<file path="src/rtl/mc_pkg.sv">
// Shared definitions for the multicycle RV32I control FSM.
// Holds the state encodings, RV32I major opcodes, the instruction class codes
// produced by mc_opdecode, and the datapath mux-select / ALU-op encodings.
package mc_pkg;

    // Main FSM states
    localparam int unsigned StateW = 5;

    localparam logic [4:0] StFetch    = 5'd0;
    localparam logic [4:0] StDecode   = 5'd1;
    localparam logic [4:0] StMemAdr   = 5'd2;
    localparam logic [4:0] StMemRead  = 5'd3;
    localparam logic [4:0] StMemWb    = 5'd4;
    localparam logic [4:0] StMemWrite = 5'd5;
    localparam logic [4:0] StExecR    = 5'd6;
    localparam logic [4:0] StExecI    = 5'd7;
    localparam logic [4:0] StLui      = 5'd8;
    localparam logic [4:0] StAuipc    = 5'd9;
    localparam logic [4:0] StJal      = 5'd10;
    localparam logic [4:0] StJalr     = 5'd11;
    localparam logic [4:0] StLink     = 5'd12;
    localparam logic [4:0] StAluWb    = 5'd13;
    localparam logic [4:0] StBranch   = 5'd14;
    localparam logic [4:0] StHalt     = 5'd15;

    // RV32I major opcodes (IR[6:0])
    localparam logic [6:0] OpLoad   = 7'b0000011;
    localparam logic [6:0] OpStore  = 7'b0100011;
    localparam logic [6:0] OpReg    = 7'b0110011;
    localparam logic [6:0] OpImm    = 7'b0010011;
    localparam logic [6:0] OpJal    = 7'b1101111;
    localparam logic [6:0] OpJalr   = 7'b1100111;
    localparam logic [6:0] OpBranch = 7'b1100011;
    localparam logic [6:0] OpLui    = 7'b0110111;
    localparam logic [6:0] OpAuipc  = 7'b0010111;
    localparam logic [6:0] OpFence  = 7'b0001111;
    localparam logic [6:0] OpSystem = 7'b1110011;

    // Instruction classes used by the DECODE dispatch
    typedef logic [3:0] iclass_t;

    localparam iclass_t ClsMem     = 4'd0;  // load or store, split on opcode[5] later
    localparam iclass_t ClsRtype   = 4'd1;
    localparam iclass_t ClsItype   = 4'd2;
    localparam iclass_t ClsJal     = 4'd3;
    localparam iclass_t ClsJalr    = 4'd4;
    localparam iclass_t ClsBranch  = 4'd5;
    localparam iclass_t ClsLui     = 4'd6;
    localparam iclass_t ClsAuipc   = 4'd7;
    localparam iclass_t ClsFence   = 4'd8;
    localparam iclass_t ClsSystem  = 4'd9;
    localparam iclass_t ClsIllegal = 4'd10;

    // ALU operand A select
    localparam logic [1:0] SrcAPc    = 2'b00;
    localparam logic [1:0] SrcAOldPc = 2'b01;
    localparam logic [1:0] SrcARegA  = 2'b10;
    localparam logic [1:0] SrcAZero  = 2'b11;

    // ALU operand B select
    localparam logic [1:0] SrcBRegB  = 2'b00;
    localparam logic [1:0] SrcBImm   = 2'b01;
    localparam logic [1:0] SrcBFour  = 2'b10;

    // Result bus select
    localparam logic [1:0] ResAluOut = 2'b00;
    localparam logic [1:0] ResData   = 2'b01;
    localparam logic [1:0] ResAlu    = 2'b10;

    // ALU operation class handed to alu_control
    localparam logic [1:0] AluAdd    = 2'b00;
    localparam logic [1:0] AluBranch = 2'b01;
    localparam logic [1:0] AluFunct  = 2'b10;

endpackage

</file>
<file path="src/rtl/mc_opdecode.sv">
// Opcode classifier for the multicycle control FSM.
// Ports:
//   opcode  in  7  IR[6:0]
//   iclass  out 4  instruction class (mc_pkg Cls* codes)
//   illegal out 1  opcode is not a recognised RV32I major opcode
module mc_opdecode
    import mc_pkg::*;
(
    input  logic [6:0] opcode,
    output iclass_t    iclass,
    output logic       illegal
);

    always_comb begin
        iclass  = ClsIllegal;
        illegal = 1'b0;
        case (opcode)
            OpLoad,
            OpStore:  iclass = ClsMem;
            OpReg:    iclass = ClsRtype;
            OpImm:    iclass = ClsItype;
            OpJal:    iclass = ClsJal;
            OpJalr:   iclass = ClsJalr;
            OpBranch: iclass = ClsBranch;
            OpLui:    iclass = ClsLui;
            OpAuipc:  iclass = ClsAuipc;
            OpFence:  iclass = ClsFence;
            OpSystem: iclass = ClsSystem;
            default: begin
                iclass  = ClsIllegal;
                illegal = 1'b1;
            end
        endcase
    end

endmodule

</file>
<file path="src/rtl/multicycle_control.sv">
// Main control FSM for a multicycle RV32I datapath with a shared
// instruction/data memory. Sequences FETCH/DECODE/execute states, drives the
// mux selects and write enables each cycle and stalls on mem_ready.
// Ports:
//   clk, reset             clock (rising edge), async active-low reset
//   opcode                 IR[6:0], valid from DECODE onward
//   br_cond                branch comparator result, used in BRANCH
//   mem_ready              memory completes the current request this cycle
//   mem_req, mem_we        memory request / store strobe
//   adr_src                memory address select (0 = PC, 1 = result bus)
//   ir_write, pc_we        IR/OldPC latch enable, PC load enable
//   reg_we                 register file write enable
//   alu_src_a, alu_src_b   ALU operand selects
//   result_src, alu_op     result bus select, ALU operation class
//   retire                 pulse in the final cycle of each instruction
//   halted, illegal        sticky halt status
module multicycle_control
    import mc_pkg::*;
#(
    parameter bit HALT_ON_SYSTEM = 1'b1
) (
    input  logic       clk,
    input  logic       reset,
    input  logic [6:0] opcode,
    input  logic       br_cond,
    input  logic       mem_ready,
    output logic       mem_req,
    output logic       mem_we,
    output logic       adr_src,
    output logic       ir_write,
    output logic       pc_we,
    output logic       reg_we,
    output logic [1:0] alu_src_a,
    output logic [1:0] alu_src_b,
    output logic [1:0] result_src,
    output logic [1:0] alu_op,
    output logic       retire,
    output logic       halted,
    output logic       illegal
);

    logic [StateW-1:0] state_q, state_d;
    logic              illegal_q, illegal_d;

    iclass_t iclass;
    logic    op_illegal;

    mc_opdecode u_opdecode (
        .opcode  (opcode),
        .iclass  (iclass),
        .illegal (op_illegal)
    );

    always_ff @(posedge clk or negedge reset) begin
        if (!reset) begin
            state_q   <= StFetch;
            illegal_q <= 1'b0;
        end else begin
            state_q   <= state_d;
            illegal_q <= illegal_d;
        end
    end

    // Next-state logic
    always_comb begin
        state_d   = state_q;
        illegal_d = illegal_q;
        case (state_q)
            StFetch: if (mem_ready) state_d = StDecode;
            StDecode: begin
                case (iclass)
                    ClsMem:    state_d = StMemAdr;
                    ClsRtype:  state_d = StExecR;
                    ClsItype:  state_d = StExecI;
                    ClsJal:    state_d = StJal;
                    ClsJalr:   state_d = StJalr;
                    ClsBranch: state_d = StBranch;
                    ClsLui:    state_d = StLui;
                    ClsAuipc:  state_d = StAuipc;
                    ClsFence:  state_d = StFetch;
                    ClsSystem: state_d = HALT_ON_SYSTEM ? StHalt : StFetch;
                    default: begin
                        state_d   = StHalt;
                        illegal_d = op_illegal;
                    end
                endcase
            end
            StMemAdr:   state_d = opcode[5] ? StMemWrite : StMemRead;
            StMemRead:  if (mem_ready) state_d = StMemWb;
            StMemWb:    state_d = StFetch;
            StMemWrite: if (mem_ready) state_d = StFetch;
            StExecR,
            StExecI,
            StLui,
            StAuipc,
            StJal,
            StLink:     state_d = StAluWb;
            StJalr:     state_d = StLink;
            StAluWb,
            StBranch:   state_d = StFetch;
            StHalt:     state_d = StHalt;
            default:    state_d = StFetch;
        endcase
    end

    // Ungated output decode; everything below is forced low while reset is held
    logic       mem_req_c, mem_we_c, adr_src_c, ir_write_c, reg_we_c, retire_c, halted_c;
    logic       pc_update, branch;
    logic [1:0] src_a_c, src_b_c, res_c, alu_op_c;

    always_comb begin
        mem_req_c  = 1'b0;
        mem_we_c   = 1'b0;
        adr_src_c  = 1'b0;
        ir_write_c = 1'b0;
        reg_we_c   = 1'b0;
        retire_c   = 1'b0;
        halted_c   = 1'b0;
        pc_update  = 1'b0;
        branch     = 1'b0;
        src_a_c    = SrcAPc;
        src_b_c    = SrcBRegB;
        res_c      = ResAluOut;
        alu_op_c   = AluAdd;
        case (state_q)
            StFetch: begin
                mem_req_c  = 1'b1;
                src_b_c    = SrcBFour;
                res_c      = ResAlu;
                ir_write_c = mem_ready;
                pc_update  = mem_ready;
            end
            StDecode: begin
                // ALUOut captures the branch/JAL target here
                src_a_c  = SrcAOldPc;
                src_b_c  = SrcBImm;
                retire_c = (iclass == ClsFence) ||
                           ((iclass == ClsSystem) && !HALT_ON_SYSTEM);
            end
            StMemAdr: begin
                src_a_c = SrcARegA;
                src_b_c = SrcBImm;
            end
            StMemRead: begin
                mem_req_c = 1'b1;
                adr_src_c = 1'b1;
            end
            StMemWb: begin
                res_c    = ResData;
                reg_we_c = 1'b1;
                retire_c = 1'b1;
            end
            StMemWrite: begin
                mem_req_c = 1'b1;
                mem_we_c  = 1'b1;
                adr_src_c = 1'b1;
                retire_c  = mem_ready;
            end
            StExecR: begin
                src_a_c  = SrcARegA;
                alu_op_c = AluFunct;
            end
            StExecI: begin
                src_a_c  = SrcARegA;
                src_b_c  = SrcBImm;
                alu_op_c = AluFunct;
            end
            StLui: begin
                src_a_c = SrcAZero;
                src_b_c = SrcBImm;
            end
            StAuipc: begin
                src_a_c = SrcAOldPc;
                src_b_c = SrcBImm;
            end
            StJal: begin
                // PC loads the target held in ALUOut while the ALU forms OldPC + 4
                src_a_c   = SrcAOldPc;
                src_b_c   = SrcBFour;
                pc_update = 1'b1;
            end
            StJalr: begin
                src_a_c   = SrcARegA;
                src_b_c   = SrcBImm;
                res_c     = ResAlu;
                pc_update = 1'b1;
            end
            StLink: begin
                src_a_c = SrcAOldPc;
                src_b_c = SrcBFour;
            end
            StAluWb: begin
                reg_we_c = 1'b1;
                retire_c = 1'b1;
            end
            StBranch: begin
                src_a_c  = SrcARegA;
                alu_op_c = AluBranch;
                branch   = 1'b1;
                retire_c = 1'b1;
            end
            StHalt: halted_c = 1'b1;
            default: ;
        endcase
    end

    // Gating with reset makes every output drop as soon as reset asserts,
    // even mid-cycle, so no enable can pulse after an abort.
    assign mem_req    = reset & mem_req_c;
    assign mem_we     = reset & mem_we_c;
    assign adr_src    = reset & adr_src_c;
    assign ir_write   = reset & ir_write_c;
    assign pc_we      = reset & (pc_update | (branch & br_cond));
    assign reg_we     = reset & reg_we_c;
    assign alu_src_a  = {2{reset}} & src_a_c;
    assign alu_src_b  = {2{reset}} & src_b_c;
    assign result_src = {2{reset}} & res_c;
    assign alu_op     = {2{reset}} & alu_op_c;
    assign retire     = reset & retire_c;
    assign halted     = reset & halted_c;
    assign illegal    = reset & illegal_q;

endmodule

</file>
<file path="config.mk">
export PLATFORM = sky130hd
export DESIGN_NAME = multicycle_control
export DESIGN_NICKNAME = d
export VERILOG_FILES = /design/src/rtl/mc_pkg.sv /design/src/rtl/mc_opdecode.sv /design/src/rtl/multicycle_control.sv
export SDC_FILE = /design/constraint.sdc
export NUM_CORES = 1
export LEC_CHECK = 0
export ABC_CLOCK_PERIOD_IN_PS = 1800
export CORE_ASPECT_RATIO = 1.2
export CORE_MARGIN = 2
export CORE_UTILIZATION = 46
export DETAILED_ROUTE_END_ITERATION = 6
export PLACE_DENSITY_LB_ADDON = 0.2
export SLEW_MARGIN = 5
export SYNTH_ARGS = -nofsm -noshare
export SYNTH_HDL_FRONTEND = slang
export SYNTH_SLANG_ARGS = --single-unit
export TNS_END_PERCENT = 50
</file>
<file path="constraint.sdc">
create_clock -name clk -period 1.8 [get_ports clk]
set_input_delay 0.36 -clock clk [delete_from_list [all_inputs] [get_ports clk]]
set_output_delay 0.36 -clock clk [all_outputs]
set_load 0.02 [all_outputs]
</file>
==> results of run 1 <==
## worst max path at each step
stage               startpoint             to  depth (start not counted)
floorplan           state_q[2]  result_src[0]                          4
global placement     opcode[3]         retire                          6
detailed placement   opcode[3]         retire                          6
CTS                 state_q[0]         retire                          6
global route        state_q[0]         retire                          6
finish              state_q[0]          pc_we                          5
## power by group through the flow
stage	sequential [mW]	combinational (mW)	clock, mW
after global placement	0.217	1.54	0
after floorplan	0.191	0.887	0
final	0.240	2.05	0.154
after global routing	0.243	2.16	0.154
after detailed placement	0.219	1.59	0
after CTS	0.227	1.70	0.140
## flip-flops by register name, indices dropped and copies added, names as in the netlist
| name | cells |
|---|---|
| state_q | 4 |
| illegal_q | 1 |
## synth_stat cells, types with 3 or more instances
cell type,number,area (sq um)
nand2_1,13,48.8
nand2b_1,10,62.6
nor2_1,10,37.5
a21oi_1,7,35.0
nor3_1,7,35.0
buf_2,6,30.0
clkbuf_1,6,22.5
nand3_1,6,30.0
nor2b_1,6,37.5
nor3b_1,6,45.0
dfrtp_1,5,125
a21boi_0,4,30.0
o22ai_1,4,25.0
inv_1,3,11.3
nor4_1,3,18.8
xor2_1,3,26.3
## routing by layer
layer  part of all wire [%]  GRT usage (%)  routed length (microns)  vias up
met1                     39           32.3                     1410      599
li1                       -              -                        -      601
met2                     51           52.2                     1840       73
met4                    3.5           20.2                      126        0
met3                    5.8           2.08                      208       13
met5                      0              0                        0        -
## through the flow
stage,hold WS (ns),util (%),cell area [sq um]
floorplan,0.0644,-,883
global placement,0.529,77.8,1420
global route,0.389,90.2,1650
CTS,0.388,81.3,1490
finish,0.381,90.2,1650
detailed placement,0.549,77.8,1420
## worst max-delay path, stage by stage (launching register included)
cell and delay [ns]:
dfrtp_2 0.49, buf_6 0.17, o31a_1 0.27, o22ai_1 0.15, and2_1 0.16, buf_6 0.12
## cells by family (layout without fill, tap and decap cells)
| group | Yosys count | after routing | synth area share [%] |
|---|---|---|---|
| xor gates and xnor gates | 4 | 4 | 3.97 |
| buffers and inverters | 17 | 80 | 9.35 |
| DFF | 5 | 5 | 14.2 |
| AOI/OAI and AO/OA | 36 | 36 | 29.9 |
| and+or+nand+nor | 69 | 69 | 42.6 |
## final cells by class
cell class / instances / share of cell area (%)
inverters: 3 / 0.683
repair buffers: 73 / 37.7
multi-input cells: 109 / 50.8
flip-flops and latches: 5 / 7.74
well taps: 19 / 1.44
clock buffers: 4 / 1.59
## timing repair
item                                    in CTS  in global routing
buffers inserted                             4                  3
endpoints found under the setup margin      17                 15
hold buffers                                 0                  0
pin swaps                                    9                 12
gates resized for setup                    111                 35
==> results.sh, run 1 <==
export IMPL_grt_overflow=0
export IMPL_multiInputGateArea_sq_um=838
export IMPL_n_fill_cell=84
export IMPL_worstSkewPairLatency_ns=0.27
export IMPL_fp_dieH_microns=52.0
export IMPL_grt_max_degree=21
export IMPL_layout_drive_gt1_share_pct=52.6
export IMPL_synth_edf_count=0
export IMPL_combPwrFrac_pct=83.9
export IMPL_io_buffers=27
export IMPL_final_common_cell="buf_4"
export IMPL_yosys_warnings=0
export IMPL_netSwitchingFraction_pct=47.6
export IMPL_wire_per_inst_microns=16.8
export IMPL_path_max_fanout=7
export IMPL_r2r_slack_ns=0.16
export IMPL_drc=0
export IMPL_internal_power_mw=1.28
export IMPL_cts_sinks=5
export IMPL_final_cell_mix="buf_4, nand2_1, buf_6, nand2b_1, nor2_1"
export IMPL_worst_r2r_path_depth=7
export IMPL_clockBufferDepth=2
export IMPL_status="finished, violations left"
export IMPL_seq_area_sq_um=128
export IMPL_drt_iter0_drc=44
export IMPL_fin_crit_ns=1.99
export IMPL_start_util_pct=48.3
export IMPL_power_frac_clock_pct=6.3
export IMPL_die_w_microns=44.0
export IMPL_required_ns=1.44
export IMPL_syn_avg_cell_area_sq_um=6.74
export IMPL_clkTransAtPathRegs_ns=0.06
export IMPL_place_gp_congestion=0.842
export IMPL_place_inst=202
export IMPL_synth_seq_area_share_pct=14.2
export IMPL_finalPower_mw=2.44
export IMPL_antenna_cells=0
export IMPL_synthCells=131
export IMPL_setup_viol=9
export IMPL_maxCapViolCount=0
export IMPL_grt_setup_unrepaired="true"
export IMPL_grt_antenna_before_repair=0
export IMPL_num_rows=17
export IMPL_vdd_drop_max_mv=1.05
export IMPL_synth_seq_cells=5
export IMPL_tritoncts="yes"
export IMPL_coreArea_sq_um=1830
export IMPL_hold_violations=0
export IMPL_r2r_start="state_q[2]"
export IMPL_syn_num_nets=142
export IMPL_ys_types=45
export IMPL_drt_pass1_iterations=4
export IMPL_slew_headroom_pct=70.0
export IMPL_drv_slew=0
export IMPL_path_class="flip-flop to output port"
export IMPL_fin_cells=213
export IMPL_cp_end_kind="output port"
export IMPL_finalWirelength_mm=3.59
export IMPL_leakagePower_nw=0.728
export IMPL_violations="negative setup slack"
export IMPL_dpl_worst_slack_ns=-0.679
export IMPL_setup_tns_ns=-1.07
export IMPL_skew_ns=0.0105
export IMPL_io_pins=28
export IMPL_dieArea_sq_um=2290
export IMPL_vias=1286
export IMPL_switching_power_mw=1.16
export IMPL_startpoint_type="flip-flop"
export IMPL_power_density_nw_per_um2=1480
export IMPL_synthArstFlopShare_pct=100
export IMPL_htree_levels=1
export IMPL_routed_via_density=6.04
export IMPL_pwr_share_seq_pct=9.8
export IMPL_syn_cell_area_sq_um=883
export IMPL_max_freq_mhz=502
export IMPL_hold_path_class="input pin to asynchronous set/reset pin"
export IMPL_nets=206
export IMPL_grt_pass1_vias=1192
export IMPL_rr_endpoint="state_q[0]"
export IMPL_worst_pin_slew_ns=0.445
export IMPL_drtAntennaViolNets=0
export IMPL_hpwlAfterDp_mm=2.02
export IMPL_clock_root_buffer="clkbuf_4"
export IMPL_area_delta_synth_final_pct=86.7
export IMPL_layout_setup_ws_ns=-0.191
export IMPL_arrival_ns=1.63
export IMPL_grt_total_usage_pct=29.4
export IMPL_numCtsBuffers=3
export IMPL_finalCritPeriodShare_pct=111
export IMPL_synthFlopType="dfrtp_1"
export IMPL_grt_pass1_wl_mm=5.10
Note: power is estimated with default switching activity, not from simulation.
==> inputs of run 2 (changes only) <==
- CAP_MARGIN: default -> 10
==> results of run 2 <==
No change in the layout: final DEF, timing and power equal those of run 1.
==> inputs of run 3 (changes only) <==
- CORE_UTILIZATION: 46 -> 48
- CTS_BUF_LIST: default -> sky130_fd_sc_hd__clkbuf_2 sky130_fd_sc_hd__clkbuf_4 sky130_fd_sc_hd__clkbuf_8
- SLEW_MARGIN: 5 -> 20
==> results.sh, run 3 (same netlist as run 1, synthesis figures left out) <==
export IMPL_clock_root_buffer="clkbuf_4"
export IMPL_worstSkewPairLatency_ns=0.26
export IMPL_final_cell_mix="buf_4, nand2_1, nor2_1, nand2b_1"
export IMPL_start_util_pct=49.4
export IMPL_hold_violations=0
export IMPL_power_density_nw_per_um2=1490
export IMPL_fin_cells=219
export IMPL_max_freq_mhz=491
export IMPL_worst_r2r_path_depth=6
export IMPL_leakagePower_nw=0.740
export IMPL_wire_per_inst_microns=17.9
export IMPL_dpl_worst_slack_ns=-0.675
export IMPL_required_ns=1.44
export IMPL_place_gp_congestion=0.915
export IMPL_final_common_cell="buf_4"
export IMPL_area_delta_synth_final_pct=82.4
export IMPL_hold_path_class="input pin to asynchronous set/reset pin"
export IMPL_top_regs="state_q: 4 flops, illegal_q: 1 flops"
export IMPL_drtAntennaViolNets=0
export IMPL_finalWirelength_mm=3.92
export IMPL_routed_via_density=6.24
export IMPL_finalPower_mw=2.40
export IMPL_startpoint_type="flip-flop"
export IMPL_setup_viol=12
export IMPL_largest_reg_flops=4
export IMPL_status="finished, violations left"
export IMPL_grt_total_usage_pct=32.7
export IMPL_drt_iter0_drc=84
export IMPL_top_register="state_q"
export IMPL_num_rows=17
export IMPL_io_buffers=27
export IMPL_hpwlAfterDp_mm=2.17
export IMPL_crit_slowest_cell="dfrtp_2"
export IMPL_violations="negative setup slack"
export IMPL_skew_ns=0.00483
export IMPL_fin_crit_ns=2.04
export IMPL_clockBufferDepth=2
export IMPL_arrival_ns=1.68
export IMPL_grt_setup_unrepaired="true"
export IMPL_place_inst=204
export IMPL_drc=0
export IMPL_slew_headroom_pct=76.0
export IMPL_grt_antenna_before_repair=0
export IMPL_cts_sinks=5
export IMPL_maxCapViolCount=0
export IMPL_die_w_microns=43.2
export IMPL_vdd_drop_max_mv=1.08
export IMPL_nets=212
export IMPL_grt_max_degree=21
export IMPL_dieArea_sq_um=2200
export IMPL_layout_setup_ws_ns=-0.237
export IMPL_fp_dieH_microns=51.0
export IMPL_cp_end_kind="output port"
export IMPL_tritoncts="yes"
export IMPL_finalCritPeriodShare_pct=113
export IMPL_drv_slew=0
export IMPL_layout_drive_gt1_share_pct=49.0
export IMPL_antenna_cells=0
export IMPL_coreArea_sq_um=1790
export IMPL_vias=1367
export IMPL_grt_pass1_vias=1258
export IMPL_grt_overflow=0
export IMPL_io_pins=28
export IMPL_htree_levels=1
export IMPL_path_cells="buf_4, o31a_1, o22ai_1, and2_1, buf_6"
export IMPL_critical_path_max_stage_delay_ns=0.46
export IMPL_path_max_fanout=6
export IMPL_clkTransAtPathRegs_ns=0.06
export IMPL_whs_ns=0.337
export IMPL_numCtsBuffers=3
export IMPL_grt_pass1_wl_mm=5.55
export IMPL_worst_pin_slew_ns=0.360
export IMPL_drt_pass1_iterations=4
export IMPL_path_class="flip-flop to output port"
-- run 3: cell count changes in the layout (fill, tap and decap cells not counted), sizes merged --
cell / change
buf: +5
dlygate4sd2: +2
clkbuf: -1
clkdlybuf4s50: -1
clkinv: +1
-- run 3: final timing paths --
path | to | startpoint | slack, ns
worst min register to register | illegal_q | illegal_q | 0.56
worst max-delay path | pc_we | state_q[0] | -0.24
worst max register to register | state_q[0] | state_q[0] | 0.18
min in group clk | illegal_q | illegal_q | 0.56
worst min-delay path | state_q[2] | reset | 0.34
max in group asynchronous | state_q[1] | reset | 1.21
-- run 3: where the power goes --
group          internal [mW]  switching, mW
clock                 0.0817         0.0676
combinational           1.01          0.987
sequential             0.164         0.0912
total                   1.25           1.15
-- run 3: final cells by class --
class | count | area [sq um]
clock buffer | 3 | 22.5
clock inverter | 1 | 5.00
fill | 87 | 175
inverter | 3 | 11.3
multi-input combinational | 109 | 786
sequential | 5 | 129
tap | 19 | 23.8
timing repair buffer | 79 | 634
-- run 3: timing repair --
item,in CTS,in global routing
pin swaps,3,8
setup endpoints to repair,17,17
cloned,0,0
setup buffers,8,3
hold buffers,0,0
gates resized for setup,96,28
-- run 3: layer usage --
metal  global-route usage, %  share of wire (%)
met4                    19.7                8.2
met2                    59.5                 49
met1                    35.6                 34
met5                       0                  0
met3                    3.18                7.8
-- run 3: through the flow --
| stage | TNS (ns) | instance area [sq um] | util [%] |
|---|---|---|---|
| finish | -1.50 | 1610 | 90.2 |
| global route | -2.14 | 1610 | 90.2 |
| CTS | -0.807 | 1490 | 83.3 |
| detailed placement | -8.85 | 1430 | 79.8 |
| global placement | -8.60 | 1430 | 79.8 |
| floorplan | -0.100 | 883 | - |
-- run 3: critical path, delay by kind of cell (launching register included) --
family	cells	cell delay, ns
and+or+nand+nor	1	0.18
buffers and inverters	2	0.28
DFF	1	0.46
AOI/OAI and AO/OA	2	0.49
